===== config.mk =====
export PLATFORM = sky130hd
export DESIGN_NAME = pwm_audio_out
export DESIGN_NICKNAME = d
export VERILOG_FILES = /design/src/rtl/pwm_audio_out.sv
export SDC_FILE = /design/constraint.sdc
export NUM_CORES = 1
export LEC_CHECK = 0
export CAP_MARGIN = 20
export CELL_PAD_IN_SITES_DETAIL_PLACEMENT = 0
export CELL_PAD_IN_SITES_GLOBAL_PLACEMENT = 1
export CORE_MARGIN = 8
export CORE_UTILIZATION = 32
export CTS_CLUSTER_SIZE = 40
export DETAILED_ROUTE_END_ITERATION = 10
export GPL_TIMING_DRIVEN = 0
export PLACE_DENSITY_LB_ADDON = 0.1
export REMOVE_ABC_BUFFERS = 1
export SYNTH_ARGS = -nofsm -noshare
export SYNTH_HDL_FRONTEND = slang
export SYNTH_SLANG_ARGS = --single-unit

===== constraint.sdc =====
create_clock -name clk_in -period 1.9 [get_ports clk_in]
set_input_delay 0.38 -clock clk_in [delete_from_list [all_inputs] [get_ports clk_in]]
set_output_delay 0.38 -clock clk_in [all_outputs]
set_load 0.01 [all_outputs]

===== src/rtl/pwm_audio_out.sv =====
// ============================================================================
// pwm_audio_out : mixed-sample capture, 10-bit duty conversion, frame-locked
//                 PWM driver with underrun tracking and mute.
// Optional macro PWM_NOISE_SHAPE_EN adds first-order error feedback.
// Revision: 1.0
// ============================================================================
`default_nettype none

module pwm_audio_out (
  input  logic        clk_in,
  input  logic        reset_in,
  input  logic [9:0]  master_count_in,
  input  logic [15:0] sample_in,
  input  logic        sample_valid_in,
  input  logic        mute_in,
  output logic        pwm_out,
  output logic [9:0]  duty_out,
  output logic        running_out,
  output logic [7:0]  underrun_count_out
);

  localparam logic [9:0] C_MID_DUTY  = 10'h200;
  localparam logic [9:0] C_LOAD_CNT  = 10'h3FF;
  localparam logic [7:0] C_UNDER_MAX = 8'hFF;

  typedef enum logic [1:0] {
    ST_IDLE  = 2'd0,
    ST_RUN   = 2'd1,
    ST_STALE = 2'd2
  } state_t;

  state_t      r_state;
  state_t      w_state_nxt;
  logic [15:0] r_pending;
  logic        r_fresh;
  logic [9:0]  r_duty;
  logic [9:0]  w_duty_nxt;
  logic [7:0]  r_underrun;
  logic [7:0]  w_underrun_nxt;
  logic        r_pwm;
  logic        w_load;
  logic [9:0]  w_conv;

  assign w_load = (master_count_in == C_LOAD_CNT);

`ifdef PWM_NOISE_SHAPE_EN
  logic [15:0] w_offset;
  logic [16:0] w_sum;
  logic [5:0]  w_conv_err;
  logic [5:0]  r_err;
  logic        w_err_upd;

  assign w_offset   = r_pending ^ 16'h8000;
  assign w_sum      = {1'b0, w_offset} + {11'h000, r_err};
  assign w_conv     = w_sum[16] ? 10'h3FF : w_sum[15:6];
  assign w_conv_err = w_sum[16] ? 6'h3F : w_sum[5:0];

  // Error only advances when a real conversion is taken (not the IDLE hold).
  assign w_err_upd  = w_load && !mute_in && ((r_state != ST_IDLE) || r_fresh);

  always_ff @(posedge clk_in or posedge reset_in) begin
    if (reset_in) begin
      r_err <= 6'h00;
    end else if (w_load && mute_in) begin
      r_err <= 6'h00;
    end else if (w_err_upd) begin
      r_err <= w_conv_err;
    end
  end
`else
  logic w_unused_lsbs;

  // Flipping the sign bit of the top ten bits is the offset-binary duty.
  assign w_conv        = r_pending[15:6] ^ 10'h200;
  assign w_unused_lsbs = &{1'b0, r_pending[5:0]};
`endif

  always_comb begin
    w_state_nxt    = r_state;
    w_duty_nxt     = r_duty;
    w_underrun_nxt = r_underrun;
    if (w_load) begin
      w_duty_nxt = w_conv;
      case (r_state)
        ST_IDLE: begin
          if (r_fresh) begin
            w_state_nxt = ST_RUN;
          end else begin
            w_duty_nxt = C_MID_DUTY;
          end
        end
        ST_RUN, ST_STALE: begin
          if (r_fresh) begin
            w_state_nxt = ST_RUN;
          end else begin
            w_state_nxt = ST_STALE;
            if (r_underrun != C_UNDER_MAX) begin
              w_underrun_nxt = r_underrun + 8'd1;
            end
          end
        end
        default: w_state_nxt = ST_IDLE;
      endcase
      if (mute_in) begin
        w_duty_nxt = C_MID_DUTY;
      end
    end
  end

  always_ff @(posedge clk_in or posedge reset_in) begin
    if (reset_in) begin
      r_state    <= ST_IDLE;
      r_duty     <= C_MID_DUTY;
      r_underrun <= 8'h00;
      r_pwm      <= 1'b0;
    end else begin
      r_state    <= w_state_nxt;
      r_duty     <= w_duty_nxt;
      r_underrun <= w_underrun_nxt;
      r_pwm      <= (master_count_in < r_duty);
    end
  end

  // A strobe coincident with a load still leaves fresh set.
  always_ff @(posedge clk_in or posedge reset_in) begin
    if (reset_in) begin
      r_pending <= 16'h0000;
      r_fresh   <= 1'b0;
    end else if (sample_valid_in) begin
      r_pending <= sample_in;
      r_fresh   <= 1'b1;
    end else if (w_load) begin
      r_fresh   <= 1'b0;
    end
  end

  assign pwm_out            = r_pwm;
  assign duty_out           = r_duty;
  assign running_out        = (r_state == ST_RUN);
  assign underrun_count_out = r_underrun;

endmodule

`default_nettype wire


==> results <==
- The run finished with clean final reports.
- STA classifies the critical path startpoint as a primary input.
- The net count of the finished layout is ~240.
- TritonCTS built the clock tree.
- Sorting the synthesized cells by area gives the leading types as sky130_fd_sc_hd__dfrtp_1, sky130_fd_sc_hd__ha_1, sky130_fd_sc_hd__mux2_2.
- The routed layout has ~1200 vias.
- Yosys mapped the design onto 29 distinct sky130hd cell types.
- Data arrives at the worst endpoint at between 2000 and 2500 ps.
- The analysis attributes to cell leakage a power of approximately 0.0011 uW.
- The placed instances occupy a cell area of between 2000 and 2500 um2.
- In this run the remaining antenna-violating nets after routing total 0.
- The total power of the final layout is 1460 uW.
- The number of core rows is 25.
- The die outline width is roughly 86 um.
- The measured slew at the worst slew-check pin is roughly 570 ps.
- The tightest hold path in the finished design has a slack of 392 ps.
- The detail-routed via count per cell is approximately 4.7.
- The number of DRC violations after detailed-routing iteration 0 is 21.
- Measured against its own limit, the worst slew margin works out to 0.617.
- The final max-slew violation count is 0.
- Once detailed placement completed, the half-perimeter wirelength came to between 2000 and 3000 um.
- The nature of the critical path endpoint is a register.
- A synthesized cell averages 11.4 um2.
- The total non-filler cell area in the finished layout is 2300 um2.
- The timing-limited maximum frequency is ~0.54 GHz.
- The count of filler cells inserted in the layout is 466.
- The worst flop-to-flop path startpoint is r_state[0]$_DFFE_PP0P_.
- The die footprint is roughly 7500 um2.
- The fraction of layout instances using a drive strength above 1 is 0.190.
- The clock edge transition at the registers on the reported setup and hold paths is 70 ps.
- The number of buffers inserted during clock tree synthesis is 5.
- The number of levels in the clock H-tree is 2.
- The number of global-route vias before repair is ~1300.
- The endpoint identified for the worst register-to-register timing path is underrun_count_out[1]$_DFFE_PP0P_.
- For this block, the routed nets add up to ~3900 um of wire.
- The global-route total usage across every layer is 0.113.
- Of the synthesized area, sequential elements account for 0.507.
- The final count of negative-setup-slack endpoints is 0.
- The number of input and output port buffers inserted is 43.
- For the worst setup path, the data required time is ~2100 ps.
- Measured in cells, the most critical reg-to-reg path has a length of 7.
- The maximum number of pins on one net before global-route repair is 25.
- Summing every instance area after synthesis gives about 1600 um2.
- Summed over all layers, the global routing overflow is 0.
- Of all nets on the critical path, the largest fanout is 3.
- In this run, synthesis inferred 0 flip-flops with an integrated enable.
- Routability-driven placement finished with a final weighted congestion of around 0.75.
- The Yosys step of the flow raised 0 warnings.
- After technology mapping, the gate count stands at between 100 and 150.
- The detailed-route wire length per cell is between 10 and 15 um.
- The number of antenna violations at the first check in global routing came to 0.
- No sink is reached through more buffers than the 2 on the longest clock path.
- Compared with the post-synthesis result, the final layout area differs by 45.5%.
- The clock root buffer is sky130_fd_sc_hd__clkbuf_8.
- The maximum resistive drop on vdd is 0.000314 V.
- The share of synthesized area in the top cell type comes to 0.490.
- The max capacitance violation total is 0.
- The period utilization is 0.981.
- Clock latency on the worst-skew pair, taken at its later pin, is between 200 and 300 ps.
- Power spread over the standard cell area amounts to between 600 and 700 nW/um2.
- The first global-routing pass estimated 6440 um of wire.
- The number of sinks handled by clock tree synthesis is 32.
- The setup skew after layout is between 1.5 and 2 ps.
- The shortest clock period the worst path allows after layout is about 1900 ps.
- The worst setup slack for register-to-register paths is 100 ps.
- The worst setup path is of the in -> reg kind.
- The initial utilization of the core area, before any placement, comes to 0.333.
- The count of endpoints failing hold in the final timing report came to 0.
- The worst hold path belongs to the class in -> async.
- The post-synthesis sequential element count is 32.
- The fraction of synthesis flops using an asynchronous set or reset pin is 1.00.
- In this run the vertical extent of the chip is between 80 and 90 um.
- The total inserted antenna cells is 0.
- The number of top-level pins is 50.
- Among all flip-flop cells after synthesis, the most frequent one is sky130_fd_sc_hd__dfrtp_1.
- The core box area is approximately 4800 um2.
- The detailed-route DRC error count is 0.
- The cell type with the largest total area after synthesis is sky130_fd_sc_hd__dfrtp_1.
- The detailed-routing iteration count for the pre-antenna-repair pass is 4.
-- worst max path at each step --
| stage | start | to | slack (ps) | cells after the start |
|---|---|---|---|---|
| after floorplan | master_count_in[8] | r_state[0]$_DFFE_PP0P_ | -6 | 4 |
| after global placement | master_count_in[8] | r_state[0]$_DFFE_PP0P_ | -1170 | 5 |
| after detailed placement | master_count_in[3] | underrun_count_out[1]$_DFFE_PP0P_ | -360 | 5 |
| after CTS | r_state[0]$_DFFE_PP0P_ | underrun_count_out[1]$_DFFE_PP0P_ | 6 | 6 |
| after global routing | r_state[0]$_DFFE_PP0P_ | underrun_count_out[1]$_DFFE_PP0P_ | -3 | 7 |
| final | master_count_in[9] | r_state[1]$_DFFE_PP0P_ | 40 | 5 |
-- cell usage after synthesis, drive strengths merged (2+ instances only) --
master / count
nor2: 3
and2: 2
a21o: 3
and4: 2
ha: 13
dfrtp: 31
nand2b: 3
nand2: 5
a21oi: 4
mux2: 14
a31oi: 2
nand4: 6
nand3: 12
xnor2: 4
nor2b: 2
clkbuf: 2
o21ai: 9
inv: 13
-- through the flow --
stage | std cells | util | setup WS (ps) | setup TNS [ps]
floorplan | 136 | - | -5.79 | -5.79
global placement | 246 | 0.438 | -1170 | -13770
detailed placement | 248 | 0.448 | -360 | -3660
CTS | 258 | 0.471 | 5.82 | 0
global route | 262 | 0.484 | -3.07 | -3.07
finish | 262 | 0.484 | 35.2 | 0
-- registers in the layout (all words and copies together), names as in the netlist --
register / cells
duty_out: 10
pwm_out: 1
r_fresh: 1
r_pending: 10
r_state: 2
underrun_count_out: 8
-- report_power, final --
group / switching (uW) / leakage (uW) / internal (uW)
registers: 17.9 / 0.000369 / 715
clock network: 247 / 0.0000510 / 289
logic: 77.8 / 0.000657 / 108
total: 343 / 0.00108 / 1110
-- critical path, stage by stage --
cell                              delay [ps]
sky130_fd_sc_hd__clkdlybuf4s50_1         520
sky130_fd_sc_hd__nand4_2                 200
sky130_fd_sc_hd__or3_4                   430
sky130_fd_sc_hd__nor2_1                  160
sky130_fd_sc_hd__mux2_2                  340
-- kinds of logic (layout without fill, tap and decap cells) --
family,count (synthesis),count (layout),share of synthesized area
flip-flops,32,32,0.507
multiplexers,14,14,0.0996
XOR/XNOR,4,4,0.0221
AO/OA/AOI/OAI,21,21,0.0798
buffers and inverters,16,72,0.0387
AND/OR/NAND/NOR,39,39,0.150
adder cells (fa/ha/maj),13,13,0.103
-- area by class of cell --
| type | instances | area [um2] | area share |
|---|---|---|---|
| inverter | 13 | 48.8 | 0.0212 |
| timing repair buffer | 51 | 526 | 0.228 |
| clock inverter | 2 | 10.0 | 0.00435 |
| clock buffer | 6 | 82.6 | 0.0359 |
| tap | 67 | 83.8 | 0.0364 |
| multi-input combinational | 91 | 751 | 0.326 |
| sequential | 32 | 802 | 0.348 |
-- placed cells by master, fill, tap and decap left out, types with 2 or more instances in the layout --
| master | n |
|---|---|
| sky130_fd_sc_hd__clkdlybuf4s50_1 | 40 |
| sky130_fd_sc_hd__and2_1 | 2 |
| sky130_fd_sc_hd__dlymetal6s2s_1 | 3 |
| sky130_fd_sc_hd__ha_1 | 13 |
| sky130_fd_sc_hd__and4_1 | 2 |
| sky130_fd_sc_hd__o21ai_0 | 9 |
| sky130_fd_sc_hd__nor2_1 | 2 |
| sky130_fd_sc_hd__clkinv_2 | 2 |
| sky130_fd_sc_hd__xnor2_1 | 4 |
| sky130_fd_sc_hd__a31oi_1 | 2 |
| sky130_fd_sc_hd__clkbuf_8 | 6 |
| sky130_fd_sc_hd__dfrtp_1 | 31 |
| sky130_fd_sc_hd__a21o_1 | 3 |
| sky130_fd_sc_hd__nand2b_1 | 3 |
| sky130_fd_sc_hd__nand3_1 | 12 |
| sky130_fd_sc_hd__nand4_1 | 5 |
| sky130_fd_sc_hd__buf_4 | 5 |
| sky130_fd_sc_hd__a21oi_1 | 4 |
| sky130_fd_sc_hd__buf_6 | 2 |
| sky130_fd_sc_hd__nand2_1 | 4 |
| sky130_fd_sc_hd__inv_1 | 13 |
| sky130_fd_sc_hd__mux2_2 | 12 |
-- repair_timing --
item                                    in CTS  in global routing
endpoints found under the setup margin       4                 11
cloned                                       0                  0
hold buffers                                 0                  0
pin swaps                                    1                  1
buffers inserted                             2                  4
resized for setup                            1                 10
-- routing by layer --
metal	global-route usage	vias up	part of all wire
li1	-	610	-
met1	0.134	586	0.47
met2	0.176	27	0.46
met3	0.0501	7	0.060
met4	0.0423	0	0.015
met5	0	-	0
Power figures use the tool's default switching activity.
